`src/rtl/contador_pkg.sv`:
```
// Shared encodings for the round-robin counter arbiter: counter ops and FSM states.
package contador_pkg;

  typedef enum logic [1:0] {
    OP_UP   = 2'b00,
    OP_DN   = 2'b01,
    OP_DN3  = 2'b10,
    OP_LOAD = 2'b11
  } op_e;

  typedef enum logic [1:0] {
    IDLE  = 2'b00,
    RUN   = 2'b01,
    DRAIN = 2'b10,
    DONE  = 2'b11
  } state_e;

endpackage

```
`src/rtl/arbitro_rr2.sv`:
```
// Two-way round-robin grant, purely combinational; on a tie the requester that
// did not own the last operation wins.
module arbitro_rr2 (
  input  logic [1:0] valid,
  input  logic       last_owner,
  output logic       grant_vld,
  output logic       grant_idx
);
  always_comb begin
    grant_vld = |valid;
    grant_idx = 1'b0;
    case (valid)
      2'b10:   grant_idx = 1'b1;
      2'b11:   grant_idx = ~last_owner;
      default: grant_idx = 1'b0;
    endcase
  end
endmodule

```
`src/rtl/arbitro_contador.sv`:
```
// Arbitrates two requesters onto one 4-bit counter; an accepted command runs N enabled
// cycles, one drain cycle and one done cycle (done at T+N+2); ready only while IDLE.
module arbitro_contador
  import contador_pkg::*;
#(
  parameter int NSTEP = 8
) (
  input  logic               clk,
  input  logic               reset_L,
  input  logic [1:0]         req_valid,
  input  logic [3:0]         req_op,
  input  logic [7:0]         req_data,
  input  logic [2*NSTEP-1:0] req_steps,
  output logic [1:0]         req_ready,
  output logic               cnt_enb,
  output logic [1:0]         cnt_modo,
  output logic [3:0]         cnt_D,
  input  logic [3:0]         cnt_Q,
  input  logic               cnt_RCO,
  output logic               busy,
  output logic               owner,
  output logic [1:0]         done,
  output logic [3:0]         rco_count,
  output logic [3:0]         q_final
);
  state_e           state_q, state_d;
  logic             owner_q, owner_d;
  logic             last_q, last_d;
  logic [NSTEP-1:0] rem_q, rem_d;
  logic             first_q, first_d;
  op_e              modo_q, modo_d;
  logic [3:0]       data_q, data_d;
  logic [3:0]       rco_q, rco_d;
  logic [3:0]       qf_q, qf_d;

  logic             gnt_vld, gnt_idx, xfer, win_runs;
  op_e              win_op;
  logic [3:0]       win_data;
  logic [NSTEP-1:0] win_steps;

  arbitro_rr2 u_rr (
    .valid      (req_valid),
    .last_owner (last_q),
    .grant_vld  (gnt_vld),
    .grant_idx  (gnt_idx)
  );

  always_comb begin
    win_op    = op_e'(gnt_idx ? req_op[3:2] : req_op[1:0]);
    win_data  = gnt_idx ? req_data[7:4] : req_data[3:0];
    win_steps = gnt_idx ? req_steps[2*NSTEP-1:NSTEP] : req_steps[NSTEP-1:0];
    win_runs  = (win_op == OP_LOAD) || (win_steps != '0);
    xfer      = |req_ready;
  end

  always_comb begin
    state_d = state_q;
    case (state_q)
      IDLE:    if (xfer) state_d = win_runs ? RUN : DONE;
      RUN:     if (rem_q == NSTEP'(1)) state_d = DRAIN;
      DRAIN:   state_d = DONE;
      DONE:    state_d = IDLE;
      default: state_d = IDLE;
    endcase
  end

  always_comb begin
    owner_d = owner_q;
    last_d  = last_q;
    rem_d   = rem_q;
    first_d = first_q;
    modo_d  = modo_q;
    data_d  = data_q;
    rco_d   = rco_q;
    qf_d    = qf_q;
    if (xfer) begin
      owner_d = gnt_idx;
      last_d  = gnt_idx;
      rco_d   = 4'd0;
      first_d = 1'b1;
      rem_d   = (win_op == OP_LOAD) ? NSTEP'(1) : win_steps;
      // A zero-step command never drives the counter, so mode/data keep their old values.
      if (win_runs) begin
        modo_d = win_op;
        data_d = win_data;
      end
    end
    if (state_q == RUN) begin
      rem_d   = rem_q - NSTEP'(1);
      first_d = 1'b0;
    end
    // RCO seen in the first RUN cycle belongs to the previous operation.
    if (cnt_RCO && (((state_q == RUN) && !first_q) || (state_q == DRAIN)) && (rco_q != 4'hF))
      rco_d = rco_q + 4'd1;
    if (state_q == DRAIN)
      qf_d = cnt_Q;
  end

  always_ff @(posedge clk or negedge reset_L) begin
    if (!reset_L) begin
      state_q <= IDLE;
      owner_q <= 1'b0;
      last_q  <= 1'b1;
      rem_q   <= '0;
      first_q <= 1'b0;
      modo_q  <= OP_UP;
      data_q  <= 4'd0;
      rco_q   <= 4'd0;
      qf_q    <= 4'd0;
    end else begin
      state_q <= state_d;
      owner_q <= owner_d;
      last_q  <= last_d;
      rem_q   <= rem_d;
      first_q <= first_d;
      modo_q  <= modo_d;
      data_q  <= data_d;
      rco_q   <= rco_d;
      qf_q    <= qf_d;
    end
  end

  always_comb begin
    req_ready = 2'b00;
    if ((state_q == IDLE) && reset_L && gnt_vld)
      req_ready = gnt_idx ? 2'b10 : 2'b01;
    cnt_enb   = (state_q == RUN);
    cnt_modo  = modo_q;
    cnt_D     = data_q;
    busy      = (state_q != IDLE);
    owner     = owner_q;
    done      = (state_q == DONE) ? (owner_q ? 2'b10 : 2'b01) : 2'b00;
    rco_count = rco_q;
    q_final   = qf_q;
  end
endmodule
```
`config.mk`:
```
export PLATFORM = sky130hd
export DESIGN_NAME = arbitro_contador
export DESIGN_NICKNAME = d
export VERILOG_FILES = /design/src/rtl/contador_pkg.sv /design/src/rtl/arbitro_rr2.sv /design/src/rtl/arbitro_contador.sv
export SDC_FILE = /design/constraint.sdc
export NUM_CORES = 1
export LEC_CHECK = 0
export ABC_AREA = 1
export CAP_MARGIN = 20
export CORE_UTILIZATION = 45
export CTS_CLUSTER_DIAMETER = 60
export DETAILED_ROUTE_END_ITERATION = 7
export PLACE_DENSITY = 0.79
export SYNTH_ARGS = -nofsm -noshare
export SYNTH_HDL_FRONTEND = slang
export SYNTH_SLANG_ARGS = --single-unit
```
`constraint.sdc`:
```
create_clock -name clk -period 2.1 [get_ports clk]
set_input_delay 0.63 -clock clk [delete_from_list [all_inputs] [get_ports clk]]
set_output_delay 0.63 -clock clk [all_outputs]
set_load 0.02 [all_outputs]
```
==> flow_metrics.py <==
metrics = {
    "setup_path": {
        "reg2reg_slack_ns": 0.25,
        "cp.required_ns": 1.47,
        "cp.arrival_ns": 1.41,
        "cp-start-kind": "flop",
        "end_kind": "output pin",
        "crit_fanout": 2,
        "worst_r2r_path_depth": 11,
        "path_class": "flop to output pin",
    },
    "finish": {
        "drive_gt1_share_pct": 19.76,
        "diodes": 0,
        "design_area_um2": 2685,
        "seq_area_um2": 676.9,
        "finalNonFillerCells": 377,
        "synthToLayoutAreaGrowth_pct": 48.41,
        "nets": 375,
        "fillers": 325,
        "multiInputGateArea_um2": 965.9,
    },
    "route": {
        "drtIter0Drc": 78,
        "num_vias": 1806,
        "viasPerCell": 4.790,
        "drc_errors": 0,
        "drtPass1Iterations": 4,
        "routed_wl_mm": 4.119,
        "drtAntennaViolNets": 0,
        "wl_per_cell_um": 10.93,
    },
    "global_route": {
        "grt_pass1_wl_mm": 6.996,
        "grt_pass1_vias": 1658,
        "grt_usage_pct": 21.19,
        "use_met2_pct": 38.53,
        "antenna_found_initial": 0,
        "grt_start_max_net_pins": 28,
        "grtUsageMet1_pct": 26.43,
        "grt.busiest_layer": "met2",
        "overflow": 0,
        "grt_util_met3_pct": 1.736,
    },
    "min_path": {
        "holdPathStages": 2,
        "hp-class": "flop to flop",
    },
    "synth": {
        "synth.distinct_cells": 31,
        "yosysTopAreaCell": "dfrtp_1",
        "yosys.area.top_type_share_pct": 35.96,
        "synth_area_leaders": "dfrtp_1 36%, nand2_1 15%, inv_1 7.5%",
        "syn-cell-area_um2": 1809,
        "yosysSeqAreaShare_pct": 37.41,
        "synthFlopType": "dfrtp_1",
        "synth_edf_count": 0,
        "syn_avg_cell_area_um2": 7.476,
        "synth_seq_cells": 27,
        "syn_nets": 287,
        "ys_async_sr_fraction_pct": 100.0,
        "yosysWarnings": 0,
        "syn_inst": 242,
    },
    "timing": {
        "finClkSkew_ns": 0.006928,
        "hold_viol": 0,
        "rsz0062_at_grt": "yes",
        "worst_slew_margin_rel_pct": 73.21,
        "slew_violations": 0,
        "post-route-period-util_pct": 97.10,
        "setup_viol": 0,
        "finalCriticalPeriod_ns": 2.039,
        "tightest_slew_ns": 0.3977,
        "fmax_mhz": 490.4,
    },
    "power": {
        "power.leakage_uw": 0.001392,
        "power_density_nw_per_um2": 459.1,
        "power_uw": 1233,
        "ir_drop_v": 0.0002612,
    },
    "die": {
        "coreArea_um2": 3771,
        "start_util_pct": 47.98,
        "io-pin-count": 58,
        "die_h_um": 65.41,
        "die_area_um2": 4278,
        "die_w_um": 65.41,
        "rows": 22,
    },
    "clock_network": {
        "worstSkewPairLatency_ns": 0.28,
        "cts_buffer_depth": 2,
        "clock-sinks": 27,
        "htree_levels": 1,
        "cts-root-buf": "clkbuf_8",
        "cts_buffers": 3,
        "cts_tree": "done",
        "cts_hold_buffers": 0,
        "clk_pin_slew_ns": 0.10,
    },
    "placed_design": {
        "port_buffers": 57,
        "gp_congestion": 0.8869,
        "dp.final_hpwl_mm": 3.273,
        "placed_area_um2": 2610,
        "place_inst": 372,
    },
    "run": {
        "max_cap_viol_count": 0,
    },
    "outcome": {
        "status": "finished clean",
    },
}
stage by stage:
stage	hold slack, ns	setup TNS, ns	util (%)	setup WS, ns
floorplan	0.3344	0	-	0.07845
global placement	0.4563	-4.986	69.21	-0.7283
detailed placement	0.4632	-5.292	69.21	-0.7007
CTS	0.4924	0	70.74	0.004201
global route	0.5124	-0.04259	71.20	-0.04259
finish	0.4864	0	71.20	0.06081
Yosys cell counts (all sizes together), types with 2 or more instances:
cell,number
dfrtp,26
buf,4
a21oi,4
mux2,4
o21ai,12
xor2,2
a31oi,3
nand3,14
nand2,86
nand3b,7
nor2,26
o211ai,2
ha,8
inv,37
kinds of logic (layout without fill, tap and decap cells):
family	count (synthesis)	count (layout)	synth area share, %
compound gates	25	25	7.884
xor+xnor	2	2	0.9684
fa+ha+maj	8	8	5.533
buf+inv	41	128	10.30
flops	27	27	37.41
mux	4	4	2.489
simple gates	135	135	35.41
repair_timing:
item | in CTS | in global routing
gates resized for setup | 23 | 7
endpoints found under the setup margin | 10 | 8
hold endpoints to repair | 0 | 0
pin swaps | 1 | 1
buffers inserted | 0 | 1
state kept, by name (all words and copies together) (netlist names):
signal,flops
state_q,2
first_q,1
rco_count,4
q_final,4
owner,1
rem_q,8
cnt_D,4
cnt_modo,2
last_q,1
layer usage:
metal,routed length (µm),part of all wire [%]
met2,1996,48
met4,65,1.6
met3,218,5.3
met1,1838,45
met5,0,0
power by group:
group          internal [µW]  switching, µW  total [µW]
Combinational            187            152         339
Clock                    135            168         303
Sequential               552           39.2         591
Total                    873            360        1230
cells in the final DEF (no fill, tap or decap), types with 2 or more instances in the layout:
cell type,count
dlygate4sd2_1,3
buf_4,30
xor2_1,2
inv_2,3
a21oi_1,4
nand3b_1,7
nor2_2,5
nand2_2,9
nand2_1,73
mux2_2,4
nand3_1,13
nor2_1,20
clkdlybuf4s15_1,4
o21ai_0,11
a31oi_1,3
clkbuf_8,3
buf_6,2
ha_1,7
nand2_4,3
o211ai_1,2
clkdlybuf4s50_1,48
dfrtp_1,26
inv_1,34
critical path, cell delays in order (launching register included):
cell     delay [ns]
dfrtp_1        0.40
inv_2          0.08
ha_4           0.15
nand2_2        0.08
nor2_4         0.11
inv_1          0.06
nor2_2         0.11
buf_6          0.13
path summary, 6_finish.rpt:
| check | start | end |
|---|---|---|
| min in group asynchronous | reset_L | state_q[0] |
| max reg2reg | state_q[1] | rco_count[0] |
| min reg2reg | cnt_D[3] | cnt_D[3] |
| min | cnt_D[3] | cnt_D[3] |
| max | state_q[1] | req_ready[0] |
| max in group asynchronous | reset_L | last_q |
final cells by class:
type / count / share of cell area [%]
inverter: 37 / 5.172
clock buffer: 3 / 1.538
tap: 48 / 2.237
timing repair buffer: 87 / 29.59
multi-input combinational: 174 / 35.97
clock inverter: 1 / 0.2796
sequential: 27 / 25.21
(Power assumes the default switching activity.)
